<file path="src/rtl/des_pkg.sv">
// rtl/des_pkg.sv - DES key-schedule tables, widths, state encoding and rotate helpers
package des_pkg;

  localparam int KEY_W    = 64;
  localparam int CD_W     = 28;
  localparam int SUBKEY_W = 48;

  // Tables use DES 1-based bit numbering, bit 1 being the MSB of the source word.
  localparam int PC1_TBL [56] = '{
    57, 49, 41, 33, 25, 17,  9,  1, 58, 50, 42, 34, 26, 18,
    10,  2, 59, 51, 43, 35, 27, 19, 11,  3, 60, 52, 44, 36,
    63, 55, 47, 39, 31, 23, 15,  7, 62, 54, 46, 38, 30, 22,
    14,  6, 61, 53, 45, 37, 29, 21, 13,  5, 28, 20, 12,  4
  };

  localparam int PC2_TBL [48] = '{
    14, 17, 11, 24,  1,  5,  3, 28, 15,  6, 21, 10,
    23, 19, 12,  4, 26,  8, 16,  7, 27, 20, 13,  2,
    41, 52, 31, 37, 47, 55, 30, 40, 51, 45, 33, 48,
    44, 49, 39, 56, 34, 53, 46, 42, 50, 36, 29, 32
  };

  localparam int SHIFT_SCHED [16] = '{1, 1, 2, 2, 2, 2, 2, 2, 1, 2, 2, 2, 2, 2, 2, 1};

  typedef enum logic [1:0] {IDLE, LOADED, RUN, DONE} ks_state_t;

  function automatic logic [55:0] pc1(input logic [KEY_W-1:0] key);
    logic [55:0] r;
    r = '0;
    for (int i = 0; i < 56; i++) begin
      r[6'(55 - i)] = key[6'(64 - PC1_TBL[i])];
    end
    return r;
  endfunction

  // Round r is 1-based; true when that round rotates by two positions.
  function automatic logic shift_is_two(input logic [4:0] r);
    return SHIFT_SCHED[4'(r - 5'd1)] == 2;
  endfunction

  function automatic logic [CD_W-1:0] rotl28(input logic [CD_W-1:0] x, input logic two);
    return two ? {x[25:0], x[27:26]} : {x[26:0], x[27]};
  endfunction

  function automatic logic [CD_W-1:0] rotr28(input logic [CD_W-1:0] x, input logic two);
    return two ? {x[1:0], x[27:2]} : {x[0], x[27:1]};
  endfunction

endpackage

</file>
<file path="src/rtl/des_key_schedule_if.sv">
// rtl/des_key_schedule_if.sv - load/round control and subkey result bundle for the key schedule
interface des_key_schedule_if #(
  parameter int IDX_BITS = 5
);
  logic                key_load;
  logic [63:0]         key_in;
  logic                ed_sel;
  logic                round_en;
  logic [47:0]         subkey;
  logic                subkey_valid;
  logic [IDX_BITS-1:0] round_idx;
  logic                last_round;
  logic                parity_err;

  modport master (
    output key_load, key_in, ed_sel, round_en,
    input  subkey, subkey_valid, round_idx, last_round, parity_err
  );

  modport slave (
    input  key_load, key_in, ed_sel, round_en,
    output subkey, subkey_valid, round_idx, last_round, parity_err
  );
endinterface

</file>
<file path="src/rtl/des_pc2_perm.sv">
// rtl/des_pc2_perm.sv - combinational PC-2 permutation, 56-bit C||D to 48-bit subkey
module des_pc2_perm
  import des_pkg::*;
(
  input  logic [55:0]         cd,
  output logic [SUBKEY_W-1:0] subkey
);

  logic unused_dropped_bits;

  // PC-2 discards DES bits 9, 18, 22, 25, 35, 38, 43 and 54 of C||D.
  assign unused_dropped_bits = ^{cd[47], cd[38], cd[34], cd[31], cd[21], cd[18], cd[13], cd[2]};

  always_comb begin
    subkey = '0;
    for (int i = 0; i < 48; i++) begin
      subkey[6'(47 - i)] = cd[6'(56 - PC2_TBL[i])];
    end
  end

endmodule

</file>
<file path="src/rtl/des_key_schedule.sv">
// rtl/des_key_schedule.sv - DES round-subkey generator; byte parity check under DES_KEY_PARITY_CHECK_EN
module des_key_schedule
  import des_pkg::*;
#(
  parameter int NUM_ROUNDS = 16,
  parameter int IDX_BITS   = 5
) (
  input logic               clk,
  input logic               n_rst,
  des_key_schedule_if.slave ks
);

  localparam logic [1:0] ST_IDLE   = IDLE;
  localparam logic [1:0] ST_LOADED = LOADED;
  localparam logic [1:0] ST_RUN    = RUN;
  localparam logic [1:0] ST_DONE   = DONE;

  logic [1:0]          state_q;
  logic                mode_q;
  logic [CD_W-1:0]     c_q, d_q;
  logic [CD_W-1:0]     c_nxt, d_nxt;
  logic [CD_W-1:0]     c_store, d_store;
  logic [IDX_BITS-1:0] idx_q, k;
  logic [SUBKEY_W-1:0] subkey_q, subkey_nxt;
  logic                valid_q, last_q;
  logic                advance, final_rnd, two_l, two_r;
  logic [55:0]         pc1_key;

  assign pc1_key   = pc1(ks.key_in);
  assign k         = idx_q + IDX_BITS'(1);
  assign final_rnd = (k == IDX_BITS'(NUM_ROUNDS));
  assign two_l     = shift_is_two(5'(k));
  assign two_r     = shift_is_two(5'd18 - 5'(k));
  assign advance   = ks.round_en && !ks.key_load &&
                     ((state_q == ST_LOADED) || (state_q == ST_RUN));

  always_comb begin
    c_nxt = c_q;
    d_nxt = d_q;
    if (!mode_q) begin
      c_nxt = rotl28(c_q, two_l);
      d_nxt = rotl28(d_q, two_l);
    end else if (k != IDX_BITS'(1)) begin
      c_nxt = rotr28(c_q, two_r);
      d_nxt = rotr28(d_q, two_r);
    end
    c_store = c_nxt;
    d_store = d_nxt;
    // Decrypt rotations total 27; one more right step parks C/D back on the PC-1 value.
    if (mode_q && final_rnd) begin
      c_store = rotr28(c_nxt, 1'b0);
      d_store = rotr28(d_nxt, 1'b0);
    end
  end

  des_pc2_perm u_pc2 (
    .cd     ({c_nxt, d_nxt}),
    .subkey (subkey_nxt)
  );

  always_ff @(posedge clk or negedge n_rst) begin
    if (!n_rst) begin
      state_q  <= ST_IDLE;
      mode_q   <= 1'b0;
      c_q      <= '0;
      d_q      <= '0;
      idx_q    <= '0;
      subkey_q <= '0;
      valid_q  <= 1'b0;
      last_q   <= 1'b0;
    end else begin
      last_q <= 1'b0;
      if (ks.key_load) begin
        c_q     <= pc1_key[55:28];
        d_q     <= pc1_key[27:0];
        mode_q  <= ks.ed_sel;
        idx_q   <= '0;
        valid_q <= 1'b0;
        state_q <= ST_LOADED;
      end else if (advance) begin
        c_q      <= c_store;
        d_q      <= d_store;
        subkey_q <= subkey_nxt;
        valid_q  <= 1'b1;
        idx_q    <= k;
        if (final_rnd) begin
          state_q <= ST_DONE;
          last_q  <= 1'b1;
        end else begin
          state_q <= ST_RUN;
        end
      end
    end
  end

`ifdef DES_KEY_PARITY_CHECK_EN
  logic parity_q;
  logic key_even_byte;

  always_comb begin
    key_even_byte = 1'b0;
    for (int b = 0; b < 8; b++) begin
      key_even_byte = key_even_byte | ~(^ks.key_in[b*8 +: 8]);
    end
  end

  always_ff @(posedge clk or negedge n_rst) begin
    if (!n_rst) begin
      parity_q <= 1'b0;
    end else if (ks.key_load) begin
      parity_q <= key_even_byte;
    end
  end

  assign ks.parity_err = parity_q;
`else
  logic unused_parity_bits;

  assign unused_parity_bits = ^{ks.key_in[56], ks.key_in[48], ks.key_in[40], ks.key_in[32],
                                ks.key_in[24], ks.key_in[16], ks.key_in[8],  ks.key_in[0]};
  assign ks.parity_err = 1'b0;
`endif

  assign ks.subkey       = subkey_q;
  assign ks.subkey_valid = valid_q;
  assign ks.round_idx    = idx_q;
  assign ks.last_round   = last_q;

endmodule

</file>
<file path="src/flat_wrapper.sv">
// flat-port wrapper written by rule: the top's interface ports become plain ports
module des_key_schedule_flat import des_pkg::*;
#(
  parameter int NUM_ROUNDS = 16,
  parameter int IDX_BITS   = 5
)
  (clk, n_rst, ks_key_load, ks_key_in, ks_ed_sel, ks_round_en, ks_subkey, ks_subkey_valid, ks_round_idx, ks_last_round, ks_parity_err);
  des_key_schedule_if #(.IDX_BITS(IDX_BITS)) ks_i ();
  input logic clk;
  input logic n_rst;
  input wire logic [$bits(ks_i.key_load)-1:0] ks_key_load;
  input wire logic [$bits(ks_i.key_in)-1:0] ks_key_in;
  input wire logic [$bits(ks_i.ed_sel)-1:0] ks_ed_sel;
  input wire logic [$bits(ks_i.round_en)-1:0] ks_round_en;
  output wire logic [$bits(ks_i.subkey)-1:0] ks_subkey;
  output wire logic [$bits(ks_i.subkey_valid)-1:0] ks_subkey_valid;
  output wire logic [$bits(ks_i.round_idx)-1:0] ks_round_idx;
  output wire logic [$bits(ks_i.last_round)-1:0] ks_last_round;
  output wire logic [$bits(ks_i.parity_err)-1:0] ks_parity_err;
  assign ks_i.key_load = ks_key_load;
  assign ks_i.key_in = ks_key_in;
  assign ks_i.ed_sel = ks_ed_sel;
  assign ks_i.round_en = ks_round_en;
  assign ks_subkey = ks_i.subkey;
  assign ks_subkey_valid = ks_i.subkey_valid;
  assign ks_round_idx = ks_i.round_idx;
  assign ks_last_round = ks_i.last_round;
  assign ks_parity_err = ks_i.parity_err;
  des_key_schedule #(.NUM_ROUNDS(NUM_ROUNDS), .IDX_BITS(IDX_BITS)) u_core (.clk(clk), .n_rst(n_rst), .ks(ks_i));
endmodule
</file>
<file path="config.mk">
export PLATFORM = sky130hd
export DESIGN_NAME = des_key_schedule_flat
export DESIGN_NICKNAME = d
export VERILOG_FILES = /design/src/rtl/des_pkg.sv /design/src/rtl/des_key_schedule_if.sv /design/src/rtl/des_pc2_perm.sv /design/src/rtl/des_key_schedule.sv /design/src/flat_wrapper.sv
export SDC_FILE = /design/constraint.sdc
export NUM_CORES = 1
export LEC_CHECK = 0
export ABC_AREA = 1
export CAP_MARGIN = 20
export CORE_MARGIN = 2
export CORE_UTILIZATION = 25
export CTS_BUF_LIST = sky130_fd_sc_hd__clkbuf_16
export DETAILED_ROUTE_END_ITERATION = 12
export MAX_ROUTING_LAYER = met4
export PLACE_DENSITY = 0.43
export SYNTH_ARGS = -nofsm -noshare
export SYNTH_HDL_FRONTEND = slang
export SYNTH_HIERARCHICAL = 1
export SYNTH_SLANG_ARGS = --single-unit
</file>
<file path="constraint.sdc">
create_clock -name clk -period 3.1 [get_ports clk]
set_input_delay 0.31 -clock clk [delete_from_list [all_inputs] [get_ports clk]]
set_output_delay 0.31 -clock clk [all_outputs]
set_load 0.02 [all_outputs]
</file>
==> impl_metrics.toml <==
[timing]
hold_slack_ns = -0.0471
setup_tns_ns = 0
fmax_mhz = 369
grt_setup_unrepaired = "no"
maxSlewHeadroom_pct = 48.9
clock-skew-final_ns = 0.0113
drv_slew = 0
hold_viol_final = 41
worst_pin_slew_ns = 0.766
final.min_clock_period_ns = 2.71
finalSetupViolCount = 0
finalCritPeriodShare_pct = 87.4

[power]
finalPower_uw = 6570
vdd_drop_max_v = 0.000384
clkPwrFrac_pct = 31.5
p_sw_uw = 2570
power.internal_uw = 4000
seqPwrFrac_pct = 29.7
swShare_pct = 39.1
p_leak_uw = 0.00547
pwr-share-comb_pct = 38.8
power_density_mw_per_mm2 = 645

[route]
drc = 0
drt_wl_total_mm = 27.3
wl_per_cell_um = 14.4
vias = 8701
routed_via_density = 4.58
dr.pass1.iters = 5
ant_nets = 0
drt_iter0_markers = 738

[final_layout]
drive_above_1_share_pct = 5.40
n_fill_cell = 3887
stdcell_count = 1899
layout_commonest_cell = "nand2_1"
multi_input_area_mm2 = 0.00464
final-seq-area_mm2 = 0.00283
areaGrowthSynthToFinish_pct = 15.9
final_cell_mix = "nand2_1 (621), nand3_1 (290), inv_1 (134)"
final_nets = 1507
stdcell_area_mm2 = 0.0102
antenna_cells = 0

[clock_network]
cts_hold_buffers = 0
cts_buffer_depth = 2
cts_buffers = 17
clkSinkCount = 113
root_buffer = "clkbuf_16"
tritoncts = "done"
cts_htree_levels = 4
cts_resized = 0
post_cts_buffers = 0
clk_latency_ns = 0.44
clkTransAtPathRegs_ns = 0.06

[setup_path]
cp_data_required_time_ns = 3.46
cp-start-kind = "flop"
r2r-start = "u_core/ks.round_idx[1]"
worstSetupPathType = "reg2reg"
worstPathArrival_ns = 3.07
critPathMaxFanout = 41
worstSetupStartpoint = "u_core/ks.round_idx[1]"
critPathCaptureType = "flop"

[floorplanning]
start_util_pct = 25.4
io-pin-count = 125
coreArea_mm2 = 0.0346
std_cell_rows = 68
dieHeight_um = 192
die_w_um = 192
die_area_mm2 = 0.0367

[global_routing]
track_usage_pct = 16.0
grt_pass1_wl_mm = 46.0
grt_pass1_vias = 8643
grt_max_degree = 114
antenna_found_initial = 0
gr-total-overflow = 0

[place]
dpl_cell_area_mm2 = 0.00960
io_buffers = 75
place.detailed.hpwl_mm = 15.4
gp_congestion = 0.761
dp.cells = 1868

[status]
violations = "hold timing"
status = "finished, violations left"

[flow_run]
cap_violations = 0

[yosys]
synthCells = 1440
avgSynthCellArea_um2 = 6.11
ys_warn_count = 6
synth.cell_area_mm2 = 0.00879

[hold_path]
hold_class = "in2async"
[state kept, by name, summed over array words and instances (netlist names)]
register              cells
u_core/ks.last_round      1
u_core/mode_q             1
u_core/c_q               28
u_core/ks.subkey         48
u_core/d_q               28
u_core/ks.round_idx       5
u_core/state_q            2
[area by class of cell]
class	instances	share of cell area, %
tap	455	5.58
sequential	113	27.7
clock buffer	17	4.17
multi-input combinational	1063	45.5
inverter	139	5.14
clock inverter	14	1.69
timing repair buffer	98	10.1
[routing by layer]
layer / up-vias / global-route usage, % / wire [um]
met5: - / - / 0
li1: 4422 / - / -
met2: 196 / 24.2 / 12100
met4: 0 / 4.85 / 373
met1: 4058 / 21.7 / 13700
met3: 25 / 2.86 / 1180
[power groups by stage]
stage	sequential [uW]	clock [uW]	combinational, uW
floorplan	2160	0	1640
global placement	1980	0	2560
detailed placement	1970	0	2570
CTS	1950	2140	2580
global route	1990	2200	2860
finish	1950	2070	2550
[worst max-delay path: stages, from the launching register on]
cell     delay [ns]
dfrtp_1        0.45
inv_1          0.14
ha_1           0.34
nor2_1         0.20
nor2_1         0.05
o21ai_0        0.08
nand2_1        0.08
nand2_2        0.08
buf_4          0.45
buf_4          0.33
nand3_1        0.11
nand3_1        0.10
nand2_1        0.06
nand2_1        0.05
nand2_1        0.06
nand2_1        0.06
[per-stage QoR]
stage               worst slack [ns]  utilization [%]  hold slack, ns
finish                         0.390             29.4         -0.0471
global route                 0.00471             29.4          0.0397
CTS                            0.396             29.4          0.0150
detailed placement             0.417             27.7           0.466
global placement               0.412             27.7           0.464
floorplan                      0.707                -          0.0144
[worst paths after layout]
path | to | slack, ns | depth (start not counted)
setup / recovery | u_core/c_q[26] | 0.39 | 15
hold reg to reg | u_core/ks.subkey[2] | 0.48 | 2
min in group clk | u_core/mode_q | 0.44 | 3
hold / removal | u_core/ks.subkey[24] | -0.05 | 2
setup reg to reg | u_core/c_q[26] | 0.39 | 15
max in group asynchronous | u_core/c_q[25] | 2.59 | 2
No activity file was read; power rests on OpenSTA's default activity.
